$ cat config.mk
export PLATFORM = sky130hd
export DESIGN_NAME = intf_slot_writer
export DESIGN_NICKNAME = d
export VERILOG_FILES = /design/src/rtl/intf_slot_pkg.sv /design/src/rtl/intf_slot_reg.sv /design/src/rtl/intf_slot_writer.sv
export SDC_FILE = /design/constraint.sdc
export NUM_CORES = 1
export LEC_CHECK = 0
export CAP_MARGIN = 20
export CORE_MARGIN = 2
export CORE_UTILIZATION = 36
export CTS_CLUSTER_SIZE = 30
export DETAILED_ROUTE_END_ITERATION = 7
export SYNTH_ARGS = -nofsm -noshare
export SYNTH_HDL_FRONTEND = slang
export SYNTH_SLANG_ARGS = --single-unit
$ cat constraint.sdc
create_clock -name clk_i -period 1.92 [get_ports clk_i]
set_input_delay 0.288 -clock clk_i [delete_from_list [all_inputs] [get_ports clk_i]]
set_output_delay 0.288 -clock clk_i [all_outputs]
set_load 0.01 [all_outputs]
$ cat src/rtl/intf_slot_pkg.sv
// Shared types and helpers for the per-slot interface writer.
// Holds the FSM state enum, the broadcast index and the one-hot decode.
package intf_slot_pkg;

    typedef enum logic [1:0] {
        IDLE,
        DRIVE,
        WAIT_ACK
    } state_e;

    localparam logic [3:0] BCAST_IDX = 4'hF;
    localparam int         MAX_SLOTS = 16;

    // Returns all-zero for an index outside the first n slots.
    function automatic logic [MAX_SLOTS-1:0] onehot_mask(input logic [3:0] idx, input int n);
        logic [MAX_SLOTS-1:0] m;
        m = '0;
        if (int'(idx) < n) begin
            m[idx] = 1'b1;
        end
        return m;
    endfunction

endpackage

$ cat src/rtl/intf_slot_reg.sv
// One interface slot: holds its value and a new-value strobe that doubles as
// the pending flag, set on load and cleared by ack or abort.
module intf_slot_reg #(
    parameter int DATA_W = 8
) (
    input  logic              clk_i,
    input  logic              rst_ni,
    input  logic              load_i,
    input  logic              abort_i,
    input  logic              ack_i,
    input  logic [DATA_W-1:0] data_i,
    output logic [DATA_W-1:0] val_o,
    output logic              vld_o,
    output logic              pending_o
);

    logic [DATA_W-1:0] val_q, val_d;
    logic              pend_q, pend_d;

    always_ff @(posedge clk_i or negedge rst_ni) begin
        if (!rst_ni) begin
            val_q  <= '0;
            pend_q <= 1'b0;
        end else begin
            val_q  <= val_d;
            pend_q <= pend_d;
        end
    end

    always_comb begin
        val_d  = val_q;
        pend_d = pend_q;
        if (load_i) begin
            val_d  = data_i;
            pend_d = 1'b1;
        end else if (abort_i || ack_i) begin
            pend_d = 1'b0;
        end
    end

    assign val_o     = val_q;
    assign vld_o     = pend_q;
    assign pending_o = pend_q;

endmodule

$ cat src/rtl/intf_slot_writer.sv
// Producer for the per-slot interface array: writes one slot or broadcasts,
// then waits for every targeted consumer to acknowledge or times out.
module intf_slot_writer
    import intf_slot_pkg::*;
#(
    parameter int NUM_SLOTS = 2,
    parameter int DATA_W    = 8,
    parameter int PARAM     = 1,
    parameter int TIMEOUT   = 15
) (
    input  logic                        clk_i,
    input  logic                        rst_ni,
    input  logic                        req_valid_i,
    output logic                        req_ready_o,
    input  logic [3:0]                  req_idx_i,
    input  logic [DATA_W-1:0]           req_data_i,
    output logic [NUM_SLOTS*DATA_W-1:0] slot_val_o,
    output logic [NUM_SLOTS-1:0]        slot_vld_o,
    input  logic [NUM_SLOTS-1:0]        slot_ack_i,
    output logic [7:0]                  slot_param_o,
    output logic                        busy_o,
    output logic                        err_idx_o,
    output logic                        err_tmo_o,
    input  logic                        err_clr_i,
    output logic [15:0]                 done_cnt_o
);

    state_e                 state_q, state_d;
    logic [NUM_SLOTS-1:0]   mask_q, mask_d;
    logic [DATA_W-1:0]      data_q, data_d;
    logic [7:0]             tmo_q, tmo_d;
    logic [15:0]            done_q, done_d;
    logic                   err_idx_q, err_idx_d;
    logic                   err_tmo_q, err_tmo_d;
    logic                   err_idx_set, err_tmo_set;
    logic                   load, abort;
    logic [NUM_SLOTS-1:0]   pending;
    logic [MAX_SLOTS-1:0]   req_onehot;

    assign req_onehot = onehot_mask(req_idx_i, NUM_SLOTS);

    always_ff @(posedge clk_i or negedge rst_ni) begin
        if (!rst_ni) begin
            state_q   <= IDLE;
            mask_q    <= '0;
            data_q    <= '0;
            tmo_q     <= '0;
            done_q    <= '0;
            err_idx_q <= 1'b0;
            err_tmo_q <= 1'b0;
        end else begin
            state_q   <= state_d;
            mask_q    <= mask_d;
            data_q    <= data_d;
            tmo_q     <= tmo_d;
            done_q    <= done_d;
            err_idx_q <= err_idx_d;
            err_tmo_q <= err_tmo_d;
        end
    end

    always_comb begin
        state_d     = state_q;
        mask_d      = mask_q;
        data_d      = data_q;
        tmo_d       = tmo_q;
        done_d      = done_q;
        err_idx_set = 1'b0;
        err_tmo_set = 1'b0;
        load        = 1'b0;
        abort       = 1'b0;
        case (state_q)
            IDLE: begin
                if (req_valid_i) begin
                    if (req_idx_i == BCAST_IDX) begin
                        mask_d  = '1;
                        data_d  = req_data_i;
                        state_d = DRIVE;
                    end else if (req_onehot != '0) begin
                        mask_d  = req_onehot[NUM_SLOTS-1:0];
                        data_d  = req_data_i;
                        state_d = DRIVE;
                    end else begin
                        err_idx_set = 1'b1;
                    end
                end
            end
            DRIVE: begin
                load    = 1'b1;
                tmo_d   = '0;
                state_d = WAIT_ACK;
            end
            WAIT_ACK: begin
                // Completion wins over timeout when the last ack lands on the final cycle.
                if ((pending & ~slot_ack_i) == '0) begin
                    done_d  = done_q + 16'd1;
                    state_d = IDLE;
                end else if (tmo_q == 8'(TIMEOUT - 1)) begin
                    abort       = 1'b1;
                    err_tmo_set = 1'b1;
                    state_d     = IDLE;
                end else begin
                    tmo_d = tmo_q + 8'd1;
                end
            end
            default: state_d = IDLE;
        endcase
        err_idx_d = err_idx_set | (err_idx_q & ~err_clr_i);
        err_tmo_d = err_tmo_set | (err_tmo_q & ~err_clr_i);
    end

    genvar gi;
    generate
        for (gi = 0; gi < NUM_SLOTS; gi++) begin : g_slot
            intf_slot_reg #(
                .DATA_W(DATA_W)
            ) u_slot (
                .clk_i    (clk_i),
                .rst_ni   (rst_ni),
                .load_i   (load & mask_q[gi]),
                .abort_i  (abort),
                .ack_i    (slot_ack_i[gi] && (state_q == WAIT_ACK)),
                .data_i   (data_q),
                .val_o    (slot_val_o[gi*DATA_W +: DATA_W]),
                .vld_o    (slot_vld_o[gi]),
                .pending_o(pending[gi])
            );
        end
    endgenerate

    assign req_ready_o  = (state_q == IDLE);
    assign busy_o       = (state_q != IDLE);
    assign slot_param_o = PARAM[7:0];
    assign err_idx_o    = err_idx_q;
    assign err_tmo_o    = err_tmo_q;
    assign done_cnt_o   = done_q;

endmodule

* After elaboration in Yosys (flattened, before gate mapping)
Index checks and enable logic that the tools add are counted.
** Operators by class
- Reductions and logical operators :: 17
- $add $sub $neg :: 2
- Eq/ne operators :: 9
- Bitwise logic cells :: 9
- Multiplexer cells :: 28
- $lt $le $gt $ge :: 3
** Operators by type and width (number)
- 8-bit 2-to-1 mux :: 4
- 16-bit by 1-bit adder with 16-bit output (second input constant) :: 1
- 16-bit 2-to-1 mux :: 1
- 8-bit case mux with 2 select lines :: 1
- 16-bit nonzero test :: 1
- 2-bit 2-to-1 mux :: 7
- 1-bit 2-to-1 mux :: 13
- 2-bit nonzero test :: 5
- 3-bit AND reduction :: 3
- 8-bit by 1-bit adder with 8-bit output (second input constant) :: 1
- 8-bit by 4-bit equality test with 1-bit output (second input constant) :: 1
- 2-bit != test (second input constant) :: 3
- 2-bit case mux with 3 select lines :: 1
- 4-bit by 5-bit less-than comparator with 1-bit output (second input constant) :: 1
- 1-bit bitwise AND :: 4
- 1-bit demux with 4-bit select :: 1
- 4-bit equality test (second input constant) :: 1
- 4-bit by 1-bit >= comparator with 1-bit output (second input constant) :: 1
- 2-bit logical NOT :: 2
- 4-bit by 2-bit less-than comparator with 1-bit output (second input constant) :: 1
- 1-bit logical AND :: 3
- 3-bit by 1-bit != test with 1-bit output (second input constant) :: 1
- 3-bit != test (second input constant) :: 1
- 2-bit bitwise AND :: 1
- 7 further kinds :: 9
** Word-level totals
- Register bits after elaboration :: 56
- Bits of input ports :: 18

* Depth between registers and ports, before layout
Gate-level depths: netlist of run 1.
- Depth in word-level cells :: 11
- Mapped depth :: 6
- Depth with buffers taken out :: 6

* Hierarchy
Synthesis of run 1 repeated with hierarchy kept, for this count alone.
** Second synthesis, totals
- Cells, all modules :: 214
- Area, all modules :: 2668.8 µm²
** Modules (own cells, without submodules)
- intf_slot_writer :: cells each 172, instances 1, area each 1915.6 µm², sequential area each 950.9 µm²
- intf_slot_reg :: cells each 21, instances 2, area each 376.6 µm², sequential area each 225.2 µm²

* Worst setup path after synthesis of run 1
No wires, ideal clock.
- Path kind :: flip-flop to flip-flop
- Start point :: reg state_q[1]
- End point :: reg data_q[0]
- Data required time :: 1.795 ns
- Path slack :: 0.290 ns
- Setup time :: 0.125 ns
- Arrival time :: 1.505 ns
- Path buffers :: 1
- Stages on the path, launching flop included :: 5
- Path through :: dfrtp_1 or2_2 a211oi_4 buf_6 mux2_2
** Between the ends
- Cells in the longest elaborated chain, start to end :: 2
** RTL lines
- from (decl) :: RTL line intf_slot_writer.sv:28 : state_e state_q, state_d;
- from (signal assigned) :: RTL line intf_slot_writer.sv:52 : state_q <= state_d;
- 2-bit logical NOT :: RTL line intf_slot_writer.sv:72 : case (state_q)
- 3-bit AND reduction (no line)
- to (signal assigned) :: RTL line intf_slot_writer.sv:54 : data_q <= data_d;
- to (decl) :: RTL line intf_slot_writer.sv:30 : logic [DATA_W-1:0] data_q, data_d;
No other way between the ends.
A chain may end at the register's enable or synchronous reset.

* Final worst setup path of run 1
- Start point :: reg state_q[0]
- End point :: out busy_o
** Between the ends
- Cells in the longest elaborated chain, start to end :: 1
** RTL lines
- 2-bit nonzero test :: RTL line intf_slot_writer.sv:132 : assign busy_o = (state_q != IDLE);
- to (decl) :: RTL line intf_slot_writer.sv:21 : output logic busy_o,
No other way between the ends.

==> results of run 1 <==
[power breakdown]
group,internal [uW],switching (uW),leakage (uW)
sequential,1500,258,0.000719
clock,395,402,0.0000558
combinational,718,472,0.000721
total,2610,1130,0.00150
[how the worst max path moves through the flow]
stage	to	cells past startpoint
after floorplan	data_q[0]	4
after global placement	data_q[3]	5
after detailed placement	data_q[6]	5
after CTS	busy_o	2
after global routing	busy_o	2
final	busy_o	2
[routing by layer]
layer | part of all wire | track usage | wire [um]
met1 | 0.47 | 0.200 | 2460
met2 | 0.46 | 0.230 | 2390
met3 | 0.050 | 0.0481 | 260
met4 | 0.016 | 0.0441 | 85
met5 | 0 | 0 | 0
[placed cells by master, fill, tap and decap left out, types with 4 or more instances in the layout]
cell / instances
mux2_2: 24
clkbuf_8: 5
xnor2_1: 16
nand2_1: 12
nand3_1: 12
nand4_1: 11
a21oi_1: 7
conb_1: 8
inv_1: 8
and3_1: 4
buf_4: 14
dfrtp_1: 55
nor2_1: 6
clkdlybuf4s50_1: 53
[synth_stat cells (all sizes together), types with 3 or more instances]
cell type / n
and3: 4
nand2: 14
ha: 3
a2111oi: 3
nand3: 12
inv: 8
nor2: 6
buf: 11
xnor2: 16
mux2: 25
dfrtp: 56
mux2i: 3
o21ai: 3
nand2b: 4
nand4: 11
a21oi: 7
[through the flow]
| step | TNS (ns) | total power [uW] |
|---|---|---|
| floorplan | 0 | 2310 |
| global placement | -1.09 | 2960 |
| detailed placement | -1.34 | 2970 |
| CTS | 0 | 3800 |
| global route | 0 | 3990 |
| finish | 0 | 3740 |
[flip-flops by register name, summed over array words and instances (netlist names)]
register,flops
done_cnt_o,16
g_slot.u_slot.val_o,16
data_q,8
tmo_q,8
g_slot.u_slot.pending_o,2
mask_q,2
state_q,2
err_idx_o,1
err_tmo_o,1
[logic make-up (layout without fill, tap and decap cells)]
logic type,count (synthesis),count (layout),share of synthesized area
buffers and inverters,21,87,0.0487
adder cells (fa/ha/maj),3,3,0.0148
AO/OA/AOI/OAI,19,19,0.0541
flip-flops,56,56,0.551
XOR/XNOR,18,18,0.0620
AND/OR/NAND/NOR,64,64,0.144
other,2,8,0.00295
multiplexers,28,28,0.123
[critical path, delay by kind of cell (launching register included)]
family                 cells  cell delay, ns
AND/OR/NAND/NOR            1            0.33
flip-flops                 1            0.41
buffers and inverters      1            0.50
[repair_timing]
action                                  CTS  global route
resized for setup                         2             0
hold buffers                              1             0
endpoints found under the hold margin    22             0
endpoints found under the setup margin    2             0
buffers inserted                          1             0
[layout make-up]
| type | count | area, um2 |
|---|---|---|
| fillers | 631 | 3450 |
| flip-flops and latches | 56 | 1400 |
| multi-input cells | 140 | 1040 |
| repair buffers | 71 | 679 |
| well taps | 96 | 120 |
| clock buffers | 6 | 72.6 |
| clock inverters | 2 | 38.8 |
| inverters | 8 | 30.0 |
==> results by group, run 1 <==
Placed design
  • DP Worst Slack: -0.154 ns
  • Gp weighted congestion: 0.802
  • HPWL Detailed: 3730 um
  • PortBufs: 55
  • Dpl cell area: 3250 um2
  • Placed Cells: 369

Logic synthesis
  • Ys Warns: 0
  • Area contributors post-synth: dfrtp_1, mux2_2, xnor2_1
  • FFs w/ async S/R, synth: 1.00
  • Post-Syn Instances: 211
  • Syn Std Cell Area: 2540 um2
  • Synth cell types: 37
  • Seq/Total Area, Yosys: 0.551
  • Avg Synthesized Cell Area: 12.0 um2
  • Predominant post-synthesis flop cell: dfrtp_1
  • Synthesized flop and latch total: 56
  • Number of synthesized flops with an enable pin: 0
  • Top-area cell type share of the netlist area: 0.551
  • Area leader, netlist: dfrtp_1

Drt
  • Drt pass-1 iters: 4
  • Final wirelength: 5190 um
  • Vias: 1803
  • Routed Antenna Nets: 0
  • Via density per instance: 4.76
  • Initial DRC count: 76
  • DRC Markers: 0
  • Drt wl/cell: 13.7 um

Floorplanning
  • Die X-Extent: 88.0 um
  • Core box area: 6830 um2
  • Die Y: 88.0 um
  • Ports: 64
  • Cell row count: 30
  • Total Die Area: 7750 um2
  • Starting Density: 0.372

GRT
  • First-pass GRT wire length: 8890 um
  • Initial antenna violation count: 0
  • GRT Total Usage: 0.148
  • Overflow after GRT: 0
  • Number of global-route vias before repair: 1886
  • Pin count of the biggest net entering global routing: 35

Critical path
  • Max incr delay on CP: 0.50 ns
  • Critical setup path kind: flip-flop to output port
  • Worst Setup SP: state_q[0]
  • Reg2reg setup slack: 0.17 ns
  • Cells on worst reg2reg path: 6
  • Critical Path End Type: output port
  • Critical R2R Launch: tmo_q[0]
  • Crit path DAT: 1.56 ns
  • RR Endpoint: tmo_q[0]
  • Max FO, Critical Path: 4
  • CP Cell Sequence: or2_2 > clkdlybuf4s50_1
  • Setup crit start kind: flip-flop
  • Worst EP required: 1.63 ns
  • CP max stage cell: clkdlybuf4s50_1

Clocking
  • H-tree level count: 2
  • Clock tree root buffer cell: clkbuf_8
  • CTS buffer count: 5
  • Clock Tree Buf Depth: 2
  • Clk_lat worst skew: 0.32 ns
  • CTS tree: done
  • Number of clock sinks: 56
  • Clk pin slew, worst setup/hold paths: 0.10 ns

Power and ir drop
  • Leak: 0.00150 uW
  • Max IR drop VDD: 680 uV
  • PD cells: 1110 nW/um2

Finish
  • Area growth syn-to-layout: 33.1%
  • Non-Filler Instances: 379
  • Final nets: 303
  • # diodes: 0
  • Fraction of layout cells with a size suffix above 1: 0.194
  • Finished Cell Area: 3380 um2
  • Utilization after layout: 0.495

Timing
  • Final clock period utilization by the worst path: 0.961
  • Clock Skew: 0.00918 ns
  • Hold Slack: 0.472 ns
  • Final hold violations: 0
  • Tmin final: 1.85 ns
  • Max-slew headroom: 0.678
  • Final worst setup slack: 0.0746 ns
  • RSZ-0062 raised after global routing: no
  • Max Freq: 542 MHz
  • Slew Limit Fails: 0
  • Least-Margin Pin Slew: 0.471 ns
  • Final setup viols: 0

Run status
  • Status: completed

Worst hold path
  • Hold WC Path Type: input port to async pin

Flow run
  • # Max-Cap Violations: 0
(Power assumes the default switching activity.)
==> run 2: changes to the inputs <==
CORE_UTILIZATION = 40   (was 36)
PLACE_DENSITY = 0.67   (was not set)
==> run 2 against run 1 <==
Against the previous run:
- global-route usage grew 0.43 points
- sequential power is essentially flat
- critical endpoint is now req_ready_o
- final area shrank 1.3%
- final cell count shrank 6.1%
- total power shrank 1.3%
- first-iteration DRC count shrank 36%
- clock skew grew 0.0045 ns
- largest power group unchanged
- worst setup slack gained 0.0081 ns
==> results by group, run 2 (synthesized netlist as in run 1, its figures left out) <==
Floorplanning
  • Cell row count: 29
  • Core box area: 6240 um2
  • Total Die Area: 7010 um2
  • Die Y: 83.7 um
  • Die X-Extent: 83.7 um
  • Starting Density: 0.407
  • Ports: 64

Finish
  • Fraction of layout cells with a size suffix above 1: 0.179
  • Multi-input gate area: 1040 um2
  • Most frequent cells in the layout: dfrtp_1, clkdlybuf4s50_1, mux2_2, xnor2_1
  • Fill cells: 563
  • Commonest non-fill, non-tap cell in the layout: dfrtp_1
  • Final nets: 299
  • Non-Filler Instances: 356
  • Utilization after layout: 0.535
  • Register area: 1400 um2
  • # diodes: 0
  • Area growth syn-to-layout: 31.4%

Placed design
  • PortBufs: 55
  • HPWL Detailed: 3630 um
  • Gp weighted congestion: 0.761
  • Placed Cells: 347

GRT
  • Initial antenna violation count: 0
  • Pin count of the biggest net entering global routing: 36
  • Overflow after GRT: 0
  • GRT Total Usage: 0.153
  • Number of global-route vias before repair: 1833
  • First-pass GRT wire length: 8690 um

Clocking
  • H-tree level count: 2
  • Clk pin slew, worst setup/hold paths: 0.10 ns
  • Post-CTS setup buffer count: 0
  • Clock Tree Buf Depth: 2
  • CTS buffer count: 5
  • Clk_lat worst skew: 0.31 ns
  • Clock tree root buffer cell: clkbuf_8
  • Number of clock sinks: 56
  • CTS tree: done

Timing
  • Clock Skew: 0.0137 ns
  • Final clock period utilization by the worst path: 0.957
  • RSZ-0062 raised after global routing: no
  • Slew Limit Fails: 0
  • Max-slew headroom: 0.624
  • Tmin final: 1.84 ns
  • Final setup viols: 0
  • Least-Margin Pin Slew: 0.549 ns
  • Final hold violations: 0
  • Max Freq: 544 MHz
  • Hold Slack: 0.472 ns

Power and ir drop
  • Clock share of power: 0.205
  • PD cells: 1110 nW/um2
  • Leak: 0.00148 uW
  • Psw: 1090 uW
  • Tot Pwr: 3690 uW
  • Pint: 2600 uW
  • Logic pwr share: 0.321
  • Net Sw Frac: 0.295
  • Reg power frac: 0.474
  • Max IR drop VDD: 696 uV

Critical path
  • Max incr delay on CP: 0.52 ns
  • Max FO, Critical Path: 4
  • Critical Path End Type: output port
  • Setup crit start kind: flip-flop
  • Critical setup path kind: flip-flop to output port
  • CP max stage cell: clkdlybuf4s50_1
  • CP Cell Sequence: or2_4 > inv_1 > clkdlybuf4s50_1
  • Crit path DAT: 1.55 ns
  • Worst EP required: 1.63 ns

Flow run
  • # Max-Cap Violations: 0

Drt
  • Via density per instance: 4.90
  • DRC Markers: 0
  • Initial DRC count: 49
  • Drt pass-1 iters: 4
  • Vias: 1745
  • Drt wl/cell: 13.9 um
  • Final wirelength: 4940 um
  • Routed Antenna Nets: 0

Worst hold path
  • Hold WC Path Type: input port to async pin

Run status
  • Status: completed
==> run 2: critical path: cells and delay by family, from the launching register on <==
kind	cells	cell delay, ns
and+or+nand+nor	1	0.28
buffers and inverters	2	0.58
DFF	1	0.39
==> run 2: worst paths after layout <==
kind / slack [ns] / cells after the start / to / start
max: 0.08 / 3 / req_ready_o / state_q[1]
min: 0.47 / 2 / done_cnt_o[11] / rst_ni
max reg2reg: 0.27 / 6 / tmo_q[1] / tmo_q[0]
min reg2reg: 0.49 / 1 / done_cnt_o[15] / done_cnt_o[15]
max in group asynchronous: 0.89 / 3 / data_q[3] / rst_ni
min in group clk_i: 0.49 / 1 / done_cnt_o[15] / done_cnt_o[15]
==> run 2: what timing repair did <==
item,CTS,global route
setup endpoints to repair,1,0
resized for setup,1,0
hold endpoints to repair,21,0
hold buffers,1,0
==> run 2: through the flow <==
| stage | area, um2 | worst slack [ns] | TNS, ns |
|---|---|---|---|
| 2_1_floorplan | 2560 | 0.290 | 0 |
| 3_3_place_gp | 3220 | -0.119 | -1.07 |
| 3_5_place_dp | 3220 | -0.151 | -1.26 |
| 4_1_cts | 3340 | 0.0635 | 0 |
| 5_1_grt | 3340 | 0.0314 | 0 |
| 6_report | 3340 | 0.0827 | 0 |
==> run 2: cell type report <==
cell class,instances,area share
Clock inverter,2,0.0105
Inverter,8,0.00899
Sequential cell,56,0.419
Tap cell,77,0.0288
Timing Repair Buffer,67,0.199
Clock buffer,6,0.0217
Multi-Input combinational cell,140,0.312
==> run 2: metal layers <==
layer | global-route usage | share of wire
met2 | 0.241 | 0.46
met1 | 0.209 | 0.49
met3 | 0.0435 | 0.046
met5 | 0 | 0
met4 | 0.0367 | 0.0038
==> run 2: power by group through the flow <==
stage / Clock, uW / Combinational, uW / Sequential (uW)
floorplan: 0 / 490 / 1820
global placement: 0 / 1180 / 1770
detailed placement: 0 / 1200 / 1770
CTS: 788 / 1210 / 1750
global route: 837 / 1300 / 1800
finish: 758 / 1190 / 1750
==> run 3: changes to the inputs <==
--- a/config.mk
+++ b/config.mk
@@ -11,4 +11,5 @@
 export CTS_CLUSTER_SIZE = 30
 export DETAILED_ROUTE_END_ITERATION = 7
+export MAX_ROUTING_LAYER = met4
 export PLACE_DENSITY = 0.67
 export SYNTH_ARGS = -nofsm -noshare
==> constraint.sdc (replaced) <==
create_clock -name clk_i -period 1.92 [get_ports clk_i]
set_input_delay 0.288 -clock clk_i [delete_from_list [all_inputs] [get_ports clk_i]]
set_output_delay 0.288 -clock clk_i [all_outputs]
set_load 0.005 [all_outputs]
==> run 3 against run 2 <==
Against the previous run:
- critical path depth unchanged
- register-to-register slack worse by 0.04 ns
- hold slack worse by 0.0030 ns
- flip-flop and latch count unchanged
- first-iteration DRC count up 120%
- worst setup slack better by 0.015 ns
- critical endpoint unchanged
- largest cell class unchanged
==> results by group, run 3 (synthesized netlist as in run 1, its figures left out) <==
Clocking
  • Clk_lat worst skew: 0.31 ns
  • H-tree level count: 2
  • Clock Tree Buf Depth: 2
  • Clock tree root buffer cell: clkbuf_8
  • CTS buffer count: 5
  • Number of clock sinks: 56
  • Clk pin slew, worst setup/hold paths: 0.10 ns
  • CTS tree: done

Timing
  • Tmin final: 1.82 ns
  • RSZ-0062 raised after global routing: no
  • Final hold violations: 0
  • Final clock period utilization by the worst path: 0.949
  • Least-Margin Pin Slew: 0.500 ns
  • Clock Skew: 0.00643 ns
  • Max Freq: 549 MHz
  • Slew Limit Fails: 0
  • Max-slew headroom: 0.658
  • Hold Slack: 0.469 ns
  • Final setup viols: 0

GRT
  • Pin count of the biggest net entering global routing: 36
  • Number of global-route vias before repair: 1853
  • Initial antenna violation count: 0
  • GRT Total Usage: 0.159
  • Overflow after GRT: 0
  • First-pass GRT wire length: 8770 um

Placed design
  • HPWL Detailed: 3700 um
  • Placed Cells: 346
  • PortBufs: 55
  • Gp weighted congestion: 0.773

Finish
  • # diodes: 0
  • Commonest non-fill, non-tap cell in the layout: dfrtp_1
  • Area growth syn-to-layout: 31.7%
  • Fill cells: 564
  • Non-Filler Instances: 356
  • Most frequent cells in the layout: dfrtp_1, clkdlybuf4s50_1, mux2_2, xnor2_1
  • Final nets: 299
  • Fraction of layout cells with a size suffix above 1: 0.186
  • Utilization after layout: 0.537

Critical path
  • Family with the most delay on the worst path: buffers and inverters
  • CP max stage cell: clkdlybuf4s50_1
  • Worst path bufs/invs: 2
  • Reg2reg setup slack: 0.23 ns
  • Worst path depth: 3
  • Crit path DAT: 1.53 ns
  • Worst EP required: 1.63 ns
  • Max incr delay on CP: 0.49 ns
  • Critical R2R Launch: tmo_q[0]
  • Worst Setup SP: state_q[1]
  • Max FO, Critical Path: 4
  • CP Cell Sequence: or2_4 > inv_1 > clkdlybuf4s50_1
  • Cells on worst reg2reg path: 6
  • CP endpoint: req_ready_o
  • Critical Path End Type: output port
  • Setup crit start kind: flip-flop
  • Critical setup path kind: flip-flop to output port
  • RR Endpoint: tmo_q[1]

Drt
  • Via density per instance: 5.13
  • Drt wl/cell: 14.3 um
  • Vias: 1828
  • Initial DRC count: 109
  • Drt pass-1 iters: 4
  • Final wirelength: 5090 um
  • DRC Markers: 0
  • Routed Antenna Nets: 0

Power and ir drop
  • Max IR drop VDD: 709 uV
  • Leak: 0.00148 uW
  • PD cells: 1090 nW/um2

Floorplanning
  • Ports: 64
  • Die X-Extent: 83.7 um
  • Total Die Area: 7010 um2
  • Cell row count: 29
  • Core box area: 6240 um2
  • Starting Density: 0.407
  • Die Y: 83.7 um

Worst hold path
  • Hold WC Path Type: input port to async pin

Flow run
  • # Max-Cap Violations: 0

Run status
  • Status: completed
==> run 3: power breakdown <==
part           internal [uW]  switching, uW  total, uW  leakage [uW]
Combinational            717            380       1100      0.000705
Sequential              1500            255       1750      0.000719
Clock                    394            405        799     0.0000548
==> run 3: per-layer routing <==
layer	vias up	track usage	part of all wire
li1	859	-	-
met1	900	0.202	0.46
met2	59	0.257	0.48
met3	10	0.0346	0.044
met4	0	0.0499	0.014
met5	-	-	0
==> run 3: how the worst min path moves through the flow <==
stage / from / endpoint / slack [ns] / depth (start not counted)
floorplan: rst_ni / data_q[0] / -0.008 / 0
global placement: rst_ni / g_slot[0].u_slot.val_o[6] / 0.29 / 1
detailed placement: rst_ni / g_slot[0].u_slot.val_o[6] / 0.30 / 1
CTS: rst_ni / g_slot[1].u_slot.val_o[3] / 0.49 / 2
global route: done_cnt_o[15] / done_cnt_o[15] / 0.50 / 1
finish: rst_ni / g_slot[1].u_slot.val_o[6] / 0.47 / 2
==> run 3: area by class of cell <==
cell class,count,area (um2),area share
inverter,8,30.0,0.00897
sequential,56,1400,0.419
multi-input combinational,140,1040,0.311
tap,77,96.3,0.0288
clock inverter,3,46.3,0.0138
clock buffer,5,68.8,0.0205
timing repair buffer,67,663,0.198
==> run 3: what timing repair did <==
action | in CTS | in global routing
setup buffers | 1 | 0
hold endpoints to repair | 21 | 0
gates resized for setup | 2 | 0
hold buffers | 1 | 0
endpoints found under the setup margin | 2 | 0
==> run 3: stage by stage <==
stage | setup TNS, ns | instance area, um2 | power (uW) | setup slack [ns]
after floorplan | 0 | 2560 | 2210 | 0.307
after global placement | -1.04 | 3210 | 2850 | -0.116
after detailed placement | -1.38 | 3210 | 2870 | -0.158
after CTS | 0 | 3350 | 3690 | 0.0743
after global routing | 0 | 3350 | 3880 | 0.0464
final | 0 | 3350 | 3650 | 0.0974
